$ cat src/rtl/sine_dds_core_if.sv
// sine_dds_core_if: byte-wide configuration bus plus the sample stream of the sine DDS core.
interface sine_dds_core_if;
  logic       cfg_valid;
  logic       cfg_ready;
  logic [1:0] cfg_addr;
  logic [7:0] cfg_data;
  logic [7:0] sample;
  logic       sample_valid;
  logic       running;

  modport master (
    output cfg_valid, cfg_addr, cfg_data,
    input  cfg_ready, sample, sample_valid, running
  );

  modport slave (
    input  cfg_valid, cfg_addr, cfg_data,
    output cfg_ready, sample, sample_valid, running
  );
endinterface

$ cat src/rtl/sine_dds_core.sv
// sine_dds_core: 16-bit phase accumulator driving a quarter-wave sine table through a
// three-stage valid-tagged pipeline, producing offset-binary samples around mid-scale 128.
module sine_dds_core #(
  parameter int ACC_W  = 16,
  parameter int OUT_W  = 8,
  parameter int LUT_AW = 6
) (
  input  logic           clk,
  input  logic           rst_n,
  sine_dds_core_if.slave bus
);

  localparam int PH_W  = LUT_AW + 2;
  localparam int MAG_W = OUT_W - 1;
  localparam logic [1:0] ADDR_FTW_LO = 2'd0;
  localparam logic [1:0] ADDR_FTW_HI = 2'd1;
  localparam logic [1:0] ADDR_PHASE  = 2'd2;
  localparam logic [OUT_W-1:0] MID_SCALE = OUT_W'(1 << (OUT_W - 1));

  logic              cfg_ready_q;
  logic              wr_en;
  logic              clr_req;
  logic [7:0]        ftw_lo_q;
  logic [ACC_W-1:0]  ftw_q;
  logic [PH_W-1:0]   phase_ofs_q;
  logic              run_q;
  logic [ACC_W-1:0]  acc_q;
  logic [ACC_W-1:0]  acc_d;
  logic [PH_W-1:0]   p1_d;
  logic [PH_W-1:0]   p1_q;
  logic              v1_q;
  logic [LUT_AW-1:0] lut_addr;
  logic [MAG_W-1:0]  m2_q;
  logic              neg2_q;
  logic              v2_q;
  logic [OUT_W-1:0]  sample_d;
  logic [OUT_W-1:0]  sample_q;
  logic              v3_q;

  // Quarter-wave magnitudes: round(127*sin(pi*(2i+1)/256)); the half-step offset keeps 128 out of the output.
  function automatic logic [MAG_W-1:0] lutMag(input logic [LUT_AW-1:0] a);
    logic [MAG_W-1:0] m;
    m = '0;
    case (a)
      6'd0:  m = 7'd2;   6'd1:  m = 7'd5;   6'd2:  m = 7'd8;   6'd3:  m = 7'd11;
      6'd4:  m = 7'd14;  6'd5:  m = 7'd17;  6'd6:  m = 7'd20;  6'd7:  m = 7'd23;
      6'd8:  m = 7'd26;  6'd9:  m = 7'd29;  6'd10: m = 7'd32;  6'd11: m = 7'd35;
      6'd12: m = 7'd38;  6'd13: m = 7'd41;  6'd14: m = 7'd44;  6'd15: m = 7'd47;
      6'd16: m = 7'd50;  6'd17: m = 7'd53;  6'd18: m = 7'd56;  6'd19: m = 7'd58;
      6'd20: m = 7'd61;  6'd21: m = 7'd64;  6'd22: m = 7'd67;  6'd23: m = 7'd69;
      6'd24: m = 7'd72;  6'd25: m = 7'd74;  6'd26: m = 7'd77;  6'd27: m = 7'd79;
      6'd28: m = 7'd82;  6'd29: m = 7'd84;  6'd30: m = 7'd86;  6'd31: m = 7'd89;
      6'd32: m = 7'd91;  6'd33: m = 7'd93;  6'd34: m = 7'd95;  6'd35: m = 7'd97;
      6'd36: m = 7'd99;  6'd37: m = 7'd101; 6'd38: m = 7'd103; 6'd39: m = 7'd105;
      6'd40: m = 7'd106; 6'd41: m = 7'd108; 6'd42: m = 7'd110; 6'd43: m = 7'd111;
      6'd44: m = 7'd113; 6'd45: m = 7'd114; 6'd46: m = 7'd115; 6'd47: m = 7'd117;
      6'd48: m = 7'd118; 6'd49: m = 7'd119; 6'd50: m = 7'd120; 6'd51: m = 7'd121;
      6'd52: m = 7'd122; 6'd53: m = 7'd123; 6'd54: m = 7'd124; 6'd55: m = 7'd124;
      6'd56: m = 7'd125; 6'd57: m = 7'd125; 6'd58: m = 7'd126; 6'd59: m = 7'd126;
      6'd60: m = 7'd127; 6'd61: m = 7'd127; 6'd62: m = 7'd127; 6'd63: m = 7'd127;
    endcase
    return m;
  endfunction

  assign wr_en   = bus.cfg_valid & cfg_ready_q;
  assign clr_req = wr_en && (bus.cfg_addr == 2'd3) && bus.cfg_data[1];

  // Configuration registers; FTW_HI commits the shadowed low byte so frequency changes atomically.
  always_ff @(posedge clk or negedge rst_n) begin
    if (!rst_n) begin
      cfg_ready_q <= 1'b0;
      ftw_lo_q    <= '0;
      ftw_q       <= '0;
      phase_ofs_q <= '0;
      run_q       <= 1'b0;
    end else begin
      cfg_ready_q <= 1'b1;
      if (wr_en) begin
        case (bus.cfg_addr)
          ADDR_FTW_LO: ftw_lo_q    <= bus.cfg_data;
          ADDR_FTW_HI: ftw_q       <= {bus.cfg_data, ftw_lo_q};
          ADDR_PHASE:  phase_ofs_q <= bus.cfg_data;
          default:     run_q       <= bus.cfg_data[0];
        endcase
      end
    end
  end

  // Accumulator next state: a clear request wins over accumulation, and accumulation uses the ftw in force before this edge.
  always_comb begin
    acc_d = acc_q;
    if (clr_req) begin
      acc_d = '0;
    end else if (run_q) begin
      acc_d = acc_q + ftw_q;
    end
  end

  // Phase accumulator register, wrapping silently modulo 2^ACC_W.
  always_ff @(posedge clk or negedge rst_n) begin
    if (!rst_n) begin
      acc_q <= '0;
    end else begin
      acc_q <= acc_d;
    end
  end

  // Stage datapaths: phase offset add, quadrant folding of the table address, and sign application around mid-scale.
  always_comb begin
    p1_d     = acc_q[ACC_W-1 -: PH_W] + phase_ofs_q;
    lut_addr = p1_q[LUT_AW] ? ~p1_q[LUT_AW-1:0] : p1_q[LUT_AW-1:0];
    sample_d = neg2_q ? (MID_SCALE - {1'b0, m2_q}) : (MID_SCALE + {1'b0, m2_q});
  end

  // Three pipeline stages; data only advances alongside a set valid bit so the last sample is held after a stop.
  always_ff @(posedge clk or negedge rst_n) begin
    if (!rst_n) begin
      p1_q     <= '0;
      v1_q     <= 1'b0;
      m2_q     <= '0;
      neg2_q   <= 1'b0;
      v2_q     <= 1'b0;
      sample_q <= MID_SCALE;
      v3_q     <= 1'b0;
    end else begin
      v1_q <= run_q;
      v2_q <= v1_q;
      v3_q <= v2_q;
      if (run_q) begin
        p1_q <= p1_d;
      end
      if (v1_q) begin
        m2_q   <= lutMag(lut_addr);
        neg2_q <= p1_q[PH_W-1];
      end
      if (v2_q) begin
        sample_q <= sample_d;
      end
    end
  end

  assign bus.cfg_ready    = cfg_ready_q;
  assign bus.sample       = sample_q;
  assign bus.sample_valid = v3_q;
  assign bus.running      = run_q;

endmodule

$ cat src/flat_wrapper.sv
// flat-port wrapper written by rule: the top's interface ports become plain ports
module sine_dds_core_flat 
#(
  parameter int ACC_W  = 16,
  parameter int OUT_W  = 8,
  parameter int LUT_AW = 6
)
  (clk, rst_n, bus_cfg_valid, bus_cfg_addr, bus_cfg_data, bus_cfg_ready, bus_sample, bus_sample_valid, bus_running);
  sine_dds_core_if bus_i ();
  input  logic clk;
  input  logic rst_n;
  input wire logic [$bits(bus_i.cfg_valid)-1:0] bus_cfg_valid;
  input wire logic [$bits(bus_i.cfg_addr)-1:0] bus_cfg_addr;
  input wire logic [$bits(bus_i.cfg_data)-1:0] bus_cfg_data;
  output wire logic [$bits(bus_i.cfg_ready)-1:0] bus_cfg_ready;
  output wire logic [$bits(bus_i.sample)-1:0] bus_sample;
  output wire logic [$bits(bus_i.sample_valid)-1:0] bus_sample_valid;
  output wire logic [$bits(bus_i.running)-1:0] bus_running;
  assign bus_i.cfg_valid = bus_cfg_valid;
  assign bus_i.cfg_addr = bus_cfg_addr;
  assign bus_i.cfg_data = bus_cfg_data;
  assign bus_cfg_ready = bus_i.cfg_ready;
  assign bus_sample = bus_i.sample;
  assign bus_sample_valid = bus_i.sample_valid;
  assign bus_running = bus_i.running;
  sine_dds_core #(.ACC_W(ACC_W), .OUT_W(OUT_W), .LUT_AW(LUT_AW)) u_core (.clk(clk), .rst_n(rst_n), .bus(bus_i));
endmodule
$ cat config.mk
export PLATFORM = sky130hd
export DESIGN_NAME = sine_dds_core_flat
export DESIGN_NICKNAME = d
export VERILOG_FILES = /design/src/rtl/sine_dds_core_if.sv /design/src/rtl/sine_dds_core.sv /design/src/flat_wrapper.sv
export SDC_FILE = /design/constraint.sdc
export NUM_CORES = 1
export LEC_CHECK = 0
export CAP_MARGIN = 20
export CORE_MARGIN = 3
export CORE_UTILIZATION = 36
export DETAILED_ROUTE_END_ITERATION = 8
export DONT_BUFFER_PORTS = 1
export PLACE_DENSITY = 0.56
export SLEW_MARGIN = 20
export SYNTH_ARGS = -nofsm -noshare
export SYNTH_HDL_FRONTEND = slang
export SYNTH_SLANG_ARGS = --single-unit
$ cat constraint.sdc
create_clock -name clk -period 3.4 [get_ports clk]
set_input_delay 0.85 -clock clk [delete_from_list [all_inputs] [get_ports clk]]
set_output_delay 0.85 -clock clk [all_outputs]
set_load 0.01 [all_outputs]
Yosys cells after proc, flatten, opt, wreduce, memory -nomap -nowiden
Memories as Yosys holds them, arrays and structs flattened. A register that Yosys moved wholly into a read port is not among the register bits.
Cells that the tools add are included.
Storage, ports and cells
  bits in registers: 70
  memory bits (read-only): 448
  input bits: 13
  output and inout port bits: 11
  logic and storage cells: 37
  memories kept: 1
Memories
  (no name shown): words 64, bits a word 7, read ports 1, clocked after Yosys merged registers in 1, wr ports 0, RTL line sine_dds_core.sv:44  | case (a)
Cells by class
  add/subtract/negate cells: 4
  equal/unequal tests: 3
  mux-type cells: 4
  bitwise gates (word level): 3
  reduce and logical (&&, ||, !) cells: 10
Operators by type and width (number)
  $mux 16: 2
  $add 16x16->16: 1
  $add 8x7->8 const A: 1
  $add 8x8->8: 1
  $mux 8: 1
  $reduce_and 2->1: 4
  $sub 8x7->8 const A: 1
  $mux 6: 1
  $not 6->6: 1
  $eq 2x2->1 const B: 2
  $reduce_or 3->1: 1
  $eq 2x1->1 const B: 1
  $logic_and 1x1->1: 2
  $logic_not 2->1: 1
  $reduce_bool 2->1: 1
  $and 1x1->1: 1
  $logic_not 1->1: 1
  $not 1->1: 1

Longest topological paths before layout
Gate-level depths: netlist of run 1.
  depth in word-level cells: 4
  mapped depth: 12

Worst setup path before layout of run 1
Ideal clock, no wire load.
  path kind: register to register
  start point: register u_core.p1_q[6]
  end point: register u_core.m2_q[3]
  setup time: 120 ps
  arrival time: 2341 ps
  setup slack: 939 ps
  cell stages (with the launch flop): 11
  buffers on the path: 3
  cell sequence: dfrtp_1 buf_2 buf_2 buf_2 xnor2_1 inv_1 ha_1 a2111oi_0 a41oi_1 a211o_1 a31o_1
On the way
  word-level cells in the longest chain between the ends: 1
RTL lines
  start, declared: RTL line sine_dds_core.sv:30  | logic [PH_W-1:0] p1_q;
  start signal, assigned: RTL line sine_dds_core.sv:130  | p1_q <= p1_d;
  $mux 6: RTL line sine_dds_core.sv:111  | lut_addr = p1_q[LUT_AW] ? ~p1_q[LUT_AW-1:0] : p1_q[LUT_AW-1:0];
  end, declared: RTL line sine_dds_core.sv:33  | logic [MAG_W-1:0] m2_q;
Every way passes these cells.
A chain may end at the register's enable or synchronous reset.

Worst setup path in the final report of run 1
Ends and elaborated chain as after synthesis.

==> metrics, run 1 <==
status finished, final reports clean; vias in the first global route approximately 3900; GR Util met3 around 3%; initial antenna violation count 0; DRC Markers 0; vias per cell 5.672; HP Class in2async; total chip power around 6.0 mW; full die area roughly 0.016 mm²; DR WL/cell 17.03 µm; Mapped Area 0.005140 mm²; CP Class reg2reg; Total Neg Setup Slack 0 ns; Die X-Extent 125.5 µm; Power Dens Cells roughly 1100 mW/mm²; core box area about 0.014 mm²; Slew HR a little under half; Antenna Cells 0; total congestion overflow 0; crit path time final roughly 2.5 ns; Mapped Nets between 500 and 600; # rows 43; Seq/Total Area, Yosys 37.51%; CP required 3.62 ns; number of flops mapped to enable cells by yosys 0; Initial Util between 30% and 40%; FF+latch count, synth 77; Peak VDD IR between 0.0003 and 0.0004 V; cts bufs inserted 9; First DRT Iteration DRCs 315; RSZ-0062 raised after global routing no; Peak Freq 0.3971 GHz; Startpoint Class flop; Hold-fix buffers, CTS 0; P&R area growth vs syn 7.790%; total global routing track utilization about 16%; first drt pass iteration count 5; syn avg cell area 9.643 µm²; placed cells 690; first-pass GRT wire length between 20000 and 25000 µm; met2 usage 25.65%; Clock Skew between 0.007 and 0.008 ns; crit path DAT approximately 2.7 ns; Pleak about 2.3 nW; total number of vias around 4000; Post-DRT Antenna Nets 0; Post-synth ARST share 100.0%; Post-CTS Setup Bufs 0; routability congestion estimate 0.9566; clk_lat worst skew 0.33 ns; worst r2r path cells 7; # H-tree levels 3; post-DP HPWL approximately 8700 µm; fill count approximately 1400; Top FF cell, synth dfrtp_1; pin count of the biggest net entering global routing 78; max cap viols 0; Worst-path clk slew 0.06 ns; IO Pins 24; Crit. End Element flop; layout net count 565; crit path max fanout 12; die height ~130 µm; # setup viols final 0; layout cells sized above 1 around 16%; Hold Fails Final Rpt 0; CTS tree built; Mapped Cells roughly 530; Root Driver clkbuf_16; Distinct cells, synth slightly below 80; I/O Buffers 0; Post-CTS Resized 0; Least-Margin Pin Slew 0.8046 ns; clock sinks 77; met1 Use GR 20.57%; Ys Warns 0; CTS Buffer Depth 2; Slew Limit Fails 0; gr busiest metal met2; fin crit share roughly 74%; Final Non-Filler Cells roughly 710; drt total wl about 12000 µm
==> worst paths after layout <==
path	end	startpoint	slack, ns
max in group asynchronous	u_core.bus.sample[7]	rst_n	3.00
max reg2reg	u_core.m2_q[3]	u_core.p1_q[6]	0.88
min	u_core.bus.sample[4]	rst_n	0.21
min reg2reg	u_core.ftw_lo_q[2]	u_core.ftw_lo_q[2]	0.50
min in group clk	u_core.ftw_lo_q[2]	u_core.ftw_lo_q[2]	0.50
max	u_core.m2_q[3]	u_core.p1_q[6]	0.88
==> stage by stage <==
stage               area, µm²  setup WS (ns)  util, %  hold slack (ns)
finish                   5540         0.8818    39.76           0.2102
global route             5540         0.8012    39.76           0.1895
CTS                      5540         0.9332    39.76           0.1983
detailed placement       5274         0.9553    37.85           0.4925
global placement         5274          1.115    37.85           0.4869
floorplan                5140         0.9391        -           0.4330
==> per-layer routing <==
layer | part of all wire, % | wire (µm)
met3 | 4.6 | 554
met2 | 49 | 5851
met4 | 1.7 | 208
met5 | 0 | 0
met1 | 45 | 5392
==> power breakdown <==
| part | switching (mW) | total [mW] | internal [mW] |
|---|---|---|---|
| Combinational | 1.91 | 3.42 | 1.51 |
| Sequential | 0.440 | 1.72 | 1.28 |
| Clock | 0.384 | 0.873 | 0.489 |
| Total | 2.74 | 6.01 | 3.27 |
==> logic make-up (layout without fill, tap and decap cells) <==
kind of cell / count (synthesis) / in the layout / share of synthesized area, %
adder cells (fa/ha/maj): 31 / 31 / 7.838
flip-flops: 77 / 77 / 37.51
AO/OA/AOI/OAI: 156 / 156 / 20.96
multiplexers: 51 / 51 / 10.91
other: 1 / 1 / 0.07296
AND/OR/NAND/NOR: 150 / 150 / 15.17
buffers and inverters: 46 / 38 / 3.968
XOR/XNOR: 21 / 21 / 3.578
==> registers in the layout, summed over array words and instances, names as in the netlist <==
signal                   count
u_core.acc_q                16
u_core.ftw_q                16
u_core.bus.sample            8
u_core.ftw_lo_q              8
u_core.p1_q                  8
u_core.phase_ofs_q           8
u_core.m2_q                  7
u_core.bus.cfg_ready         1
u_core.bus.running           1
u_core.bus.sample_valid      1
u_core.neg2_q                1
u_core.v1_q                  1
u_core.v2_q                  1
==> cell usage after synthesis (2+ instances only) <==
master | n | share of area, %
a2111oi_2 | 2 | 0.58
a211o_1 | 2 | 0.34
a211oi_1 | 5 | 0.73
a21o_1 | 8 | 1.2
a21oi_1 | 41 | 4.0
a22o_1 | 2 | 0.34
a22oi_1 | 5 | 0.73
a31oi_1 | 8 | 0.97
and2_1 | 3 | 0.37
and3_1 | 3 | 0.37
buf_1 | 3 | 0.22
buf_2 | 16 | 1.6
clkbuf_1 | 9 | 0.66
dfrtp_1 | 76 | 37
fa_1 | 2 | 0.78
ha_1 | 29 | 7.1
inv_1 | 15 | 1.1
mux2_2 | 40 | 8.8
mux2i_1 | 11 | 2.1
nand2_1 | 36 | 2.6
nand2b_1 | 10 | 1.2
nand3_1 | 7 | 0.68
nand3b_1 | 5 | 0.73
nand4_1 | 3 | 0.37
nand4b_1 | 2 | 0.34
nor2_1 | 36 | 2.6
nor2b_1 | 15 | 1.8
nor3_1 | 10 | 0.97
nor3_2 | 2 | 0.39
nor3b_1 | 2 | 0.29
o2111ai_1 | 2 | 0.34
o211ai_1 | 2 | 0.29
o21a_1 | 6 | 0.88
o21ai_0 | 26 | 2.5
o21ai_1 | 8 | 0.78
o21bai_1 | 2 | 0.29
o221ai_1 | 3 | 0.51
o22ai_1 | 11 | 1.3
o31ai_1 | 2 | 0.29
or2_0 | 2 | 0.24
or3_1 | 4 | 0.49
xnor2_1 | 15 | 2.6
xor2_1 | 6 | 1.0
==> placed cells by master (no fill, tap or decap), drive strengths merged, types with 12 or more instances in the layout <==
cell type / instances
nor2b: 16
o21ai: 34
ha: 29
nor2: 37
nand2: 37
inv: 16
mux2: 40
a21oi: 43
dfrtp: 76
nor3: 12
xnor2: 15
==> final cells by class <==
cell class              instances  area [µm²]  area share, %
multi-input cells             410        3008          54.29
flip-flops and latches         77        1928          34.80
clock buffers                   9       225.2          4.065
well taps                     180       225.2          4.065
inverters                      16       60.06          1.084
repair buffers                  7       52.55         0.9485
clock inverters                 6       41.29         0.7453
==> critical path: stages (launching register included) <==
cell and delay [ns]:
dfrtp_1 0.53, xnor2_1 0.42, inv_1 0.15, ha_1 0.31
a2111oi_0 0.43, a41oi_1 0.09, a211o_1 0.28, a31o_1 0.21
Note: power is estimated with default switching activity, not from simulation.
==> inputs of run 2 (changes only) <==
- clock period: 3.4 -> 2.4 ns (I/O delays scaled with it)
==> run 2 against run 1 <==
Effect of this change:
- utilization rose by 0.67 points
- combinational power grew 45%
- die area did not move
- critical path type unchanged
==> metrics, run 2 (synthesis results as in run 1) <==
status finished, final reports clean; Net Switching 3.874 mW; fill count roughly 1400; most common cell after layout, fill and taps aside dfrtp_1; Pleak between 2 and 2.5 nW; Worst-path clk slew approximately 0.060 ns; cell chain of the critical path ha_1 -> inv_1 -> fa_1 -> nor2b_4 -> o31a_1 -> o2111ai_1 -> a21oi_1 -> o211a_1 -> nor3_1; initial antenna violation count 0; fin crit share about nine tenths; pin count of the biggest net entering global routing 77; die height 125.5 µm; HP Class in2async; routability congestion estimate between 0.9 and 1; I/O Buffers 0; Die X-Extent between 100 and 150 µm; CP Class reg2reg; Power Dens Cells ~1500 mW/mm²; Slew HR around 50%; crit path max fanout 4; # rows 43; placed cells about 700; Peak VDD IR about 0.00078 V; first-pass GRT wire length 19870 µm; Hold Fails Final Rpt 0; Total Neg Setup Slack 0 ns; layout cells sized above 1 between 10% and 20%; full die area between 0.015 and 0.02 mm²; Crit. End Element flop; Root Driver clkbuf_16; commonest cells after routing, fill and taps aside dfrtp_1, a21oi_1, mux2_2; Final Non-Filler Cells roughly 700; multi-input combinational cell area approximately 0.0030 mm²; CP required about 2.7 ns; # setup viols final 0; Post-DRT Antenna Nets 0; Top Registers u_core.acc_q (16), u_core.ftw_q (16); layout net count 571; P&R area growth vs syn 9.615%; Least-Margin Pin Slew between 0.7 and 0.8 ns; Clock Skew about 0.010 ns; total number of vias roughly 4000; Slew Limit Fails 0; drt total wl ~12000 µm; reg2reg start u_core.acc_q[0]; CTS Buffer Depth 2; total congestion overflow 0; crit path time final around 2.2 ns; CTS tree built; vias in the first global route around 4000; clock network fraction of total power between 15 and 20%; CP startpoint u_core.acc_q[0]; first drt pass iteration count 5; Max stage delay on crit path around 0.38 ns; slowest CP cell dfrtp_1; # H-tree levels 3; switching share of total power 44.91%; DR WL/cell 16.55 µm; Power Internal 4.753 mW; Startpoint Class flop; crit path DAT between 2 and 2.5 ns; First DRT Iteration DRCs around 320; total global routing track utilization between 10% and 20%; Initial Util 36.89%; vias per cell about 5.7; post-DP HPWL 8615 µm; RSZ-0062 raised after global routing no; IO Pins 24; clk_lat worst skew approximately 0.34 ns; core box area between 0.01 and 0.015 mm²; Antenna Cells 0; Register Area ~0.0019 mm²; DRC Markers 0; Post-CTS Resized 0; clock sinks 77; Reg power frac 27.5%; max cap viols 0; Peak Freq about 0.46 GHz; cts bufs inserted 9; Comb power frac 57.4%
## run 2: final timing paths
kind                                   endpoint  slack [ns]  cells after the start
max in group asynchronous        u_core.m2_q[2]        1.93                      1
max                            u_core.acc_q[10]        0.22                      9
min reg2reg                  u_core.ftw_lo_q[3]        0.50                      1
min in group clk             u_core.bus.running        0.38                      2
min                        u_core.bus.sample[7]        0.09                      0
max reg2reg                    u_core.acc_q[10]        0.22                      9
## run 2: power by group through the flow
stage / logic (mW) / clock network (mW) / registers (mW)
6_report: 4.95 / 1.31 / 2.37
5_1_grt: 5.53 / 1.40 / 2.45
4_1_cts: 4.94 / 1.36 / 2.38
3_5_place_dp: 4.88 / 0 / 2.40
3_3_place_gp: 4.85 / 0 / 2.38
2_1_floorplan: 4.11 / 0 / 2.14
## run 2: final cells by class
type	count	share of cell area (%)
Sequential cell	77	34.22
Multi-Input combinational cell	410	53.52
Tap cell	180	3.997
Clock buffer	12	4.553
Clock inverter	4	0.5552
Timing Repair Buffer	13	2.088
Inverter	16	1.066
## run 2: stage by stage
| step | area, µm² | utilization [%] | power, mW | hold WS [ns] | worst slack [ns] |
|---|---|---|---|---|---|
| 3_5_place_dp | 5319 | 38.17 | 7.274 | 0.3055 | 0.1940 |
| 4_1_cts | 5634 | 40.43 | 8.677 | 0.07647 | 0.1893 |
| 5_1_grt | 5634 | 40.43 | 9.382 | 0.07597 | 0.05125 |
| 2_1_floorplan | 5147 | - | 6.243 | 0.3044 | 0.02765 |
| 3_3_place_gp | 5319 | 38.17 | 7.229 | 0.3059 | 0.2194 |
| 6_report | 5634 | 40.43 | 8.628 | 0.09341 | 0.2196 |
## run 2: metal layers
| metal | vias to the layer above | share of wire, % | global-route usage, % |
|---|---|---|---|
| met1 | 1960 | 45 | 18.96 |
| met3 | 24 | 4.5 | 4.186 |
| met5 | - | 0 | 0 |
| li1 | 1937 | - | - |
| met2 | 103 | 49 | 26.12 |
| met4 | 0 | 2.3 | 5.485 |
## run 2: repair_timing
action	CTS	global route
hold buffers	1	0
endpoints found under the hold margin	76	0
setup buffers	0	0
## run 2: worst max-delay path: cells and delay by family (launching register included)
| family | cells | cell delay, ns |
|---|---|---|
| adders and majority gates | 2 | 0.49 |
| and+or+nand+nor | 2 | 0.22 |
| AOI/OAI and AO/OA | 4 | 0.94 |
| DFF | 1 | 0.38 |
| buffers and inverters | 1 | 0.07 |
==> edit (flow settings as in run 1) <==
Reset style: synchronous (`rst_n`), changed in 3 clocked blocks.
--- a/src/rtl/sine_dds_core.sv
+++ b/src/rtl/sine_dds_core.sv
@@ -66,7 +66,7 @@
   assign clr_req = wr_en && (bus.cfg_addr == 2'd3) && bus.cfg_data[1];
 
   // Configuration registers; FTW_HI commits the shadowed low byte so frequency changes atomically.
-  always_ff @(posedge clk or negedge rst_n) begin
+  always_ff @(posedge clk) begin
     if (!rst_n) begin
       cfg_ready_q <= 1'b0;
       ftw_lo_q    <= '0;
@@ -97,7 +97,7 @@
   end
 
   // Phase accumulator register, wrapping silently modulo 2^ACC_W.
-  always_ff @(posedge clk or negedge rst_n) begin
+  always_ff @(posedge clk) begin
     if (!rst_n) begin
       acc_q <= '0;
     end else begin
@@ -113,7 +113,7 @@
   end
 
   // Three pipeline stages; data only advances alongside a set valid bit so the last sample is held after a stop.
-  always_ff @(posedge clk or negedge rst_n) begin
+  always_ff @(posedge clk) begin
     if (!rst_n) begin
       p1_q     <= '0;
       v1_q     <= 1'b0;
Behaviour: differs if rst_n is asserted again (counterexample within 4 cycles, from zero or initial values and one cycle with rst_n low); with rst_n held inactive, the same outputs for 4 cycles.
==> edit against run 1 <==
- setup slack gained 0.15 ns
- largest cell class unchanged
- design area shrank 0.75%
- area after synthesis grew 0.41%
- critical path type unchanged
- worst hold slack gained 0.25 ns
- sequential cell count is the same
- wire length grew 2.4%
- global-route usage grew 0.21 points
- critical endpoint is now u_core.m2_q[0]
- sequential share of layout area shrank 6.7 points
Power is left out: it rests on default switching activity, and per cell area and clock period it moved more than threefold.
==> edit: results (changes against run 1) <==
synth_cell_types: 75  # -5.1%
grt_pass1_vias: 4054  # +3.4%
place_ws_ns: 1.02  # +0.0664 ns
dpl_cell_area_sq_mm: 0.00520  # -1.4%
synth_most_common_cell: "nand2_1"
finalNetCount: 641  # +13%
ys_top_cells_by_area: "dfxtp_1, ha_1, nand2_1"
timing.critical_path.from: "u_core.p1_q[0]"
drt_first_pass_iters: 4  # -1
wirelength_um: 12300  # +2.4%
worst-path-max-fanout: 9  # -3
tightestPinTransition_ns: 1.01  # +0.201 ns
fill_cells: 1412  # +2.6%
slowest_delay_ns: 0.55  # +0.02 ns
grt_max_degree: 66  # -15%
fin_skew_ns: 0.00487  # -0.00270 ns
drive_above_1_share: 0.0864  # -0.0736
worstPathArrival_ns: 2.63  # -0.11 ns
syn-num-nets: 667  # +16%
vias_per_cell: 5.48  # -3.4%
status: "finished, final reports clean"
globalplace.congestion: 0.880  # -8.0%
post_cts_buffers: 0  # unchanged
drt_iter0_markers: 356  # +13%
ys_async_sr_fraction: 0  # -1.00
grt_util_all_layers: 0.158  # +0.00213
synth_common_cells: "nand2_1, dfxtp_1, nor2_1"
cts_max_level: 3  # unchanged
hold_path.class: "reg2reg"
dp_hpwl_um: 8990  # +2.8%
cp_slowest_cell: "dfxtp_1"
grt_pass1_wl_um: 20900  # +3.9%
-- edit: cell count changes after synthesis, sizes merged, moves of 7 or more --
cell,change
dfxtp,+77
o211a,+7
o221ai,+7
mux2,-40
dfrtp,-76
nand2,+59
a21boi,+26
clkbuf,+13
mux2i,+18
-- edit: layout make-up --
type	instances	area, sq um	share of cell area
multi-input combinational	484	3310	0.603
sequential	77	1540	0.281
clock buffer	10	229	0.0416
tap	180	225	0.0410
clock inverter	6	71.3	0.0130
inverter	19	71.3	0.0130
timing repair buffer	6	45.0	0.00819
-- edit: per-layer routing --
layer  track usage  wire length, um  part of all wire
met1         0.233             6210              0.51
met2         0.234             5230              0.43
met3        0.0335              698             0.057
met4        0.0397              150             0.012
met5             0                0                 0
-- edit: cell families (layout without fill, tap and decap cells) --
kind of cell / Yosys count / count (layout) / synth area share
DFF: 77 / 77 / 0.299
adders and majority gates: 31 / 31 / 0.0781
xor gates and xnor gates: 26 / 26 / 0.0456
and+or+nand+nor: 214 / 214 / 0.203
buffers and inverters: 62 / 41 / 0.0592
muxes: 29 / 29 / 0.0562
AOI/OAI and AO/OA: 184 / 184 / 0.259
-- edit: critical path: cells and delay by family, from the launching register on --
| family | cells | cell delay [ns] |
|---|---|---|
| mux | 1 | 0.11 |
| fa+ha+maj | 1 | 0.45 |
| compound gates | 4 | 0.71 |
| xor+xnor | 1 | 0.32 |
| flops | 1 | 0.55 |
| simple gates | 1 | 0.15 |
-- edit: final timing paths --
kind | slack, ns | cells past startpoint | to
hold / removal | 0.46 | 2 | u_core.ftw_q[2]
setup / recovery | 1.03 | 8 | u_core.m2_q[0]
setup reg to reg | 1.03 | 8 | u_core.m2_q[0]
hold reg to reg | 0.46 | 2 | u_core.ftw_q[2]
-- edit: stage by stage --
| stage | instances | hold slack [ns] |
|---|---|---|
| global placement | 766 | 0.458 |
| detailed placement | 766 | 0.458 |
| CTS | 782 | 0.467 |
| floorplan | 623 | 0.439 |
| finish | 782 | 0.463 |
| global route | 782 | 0.496 |
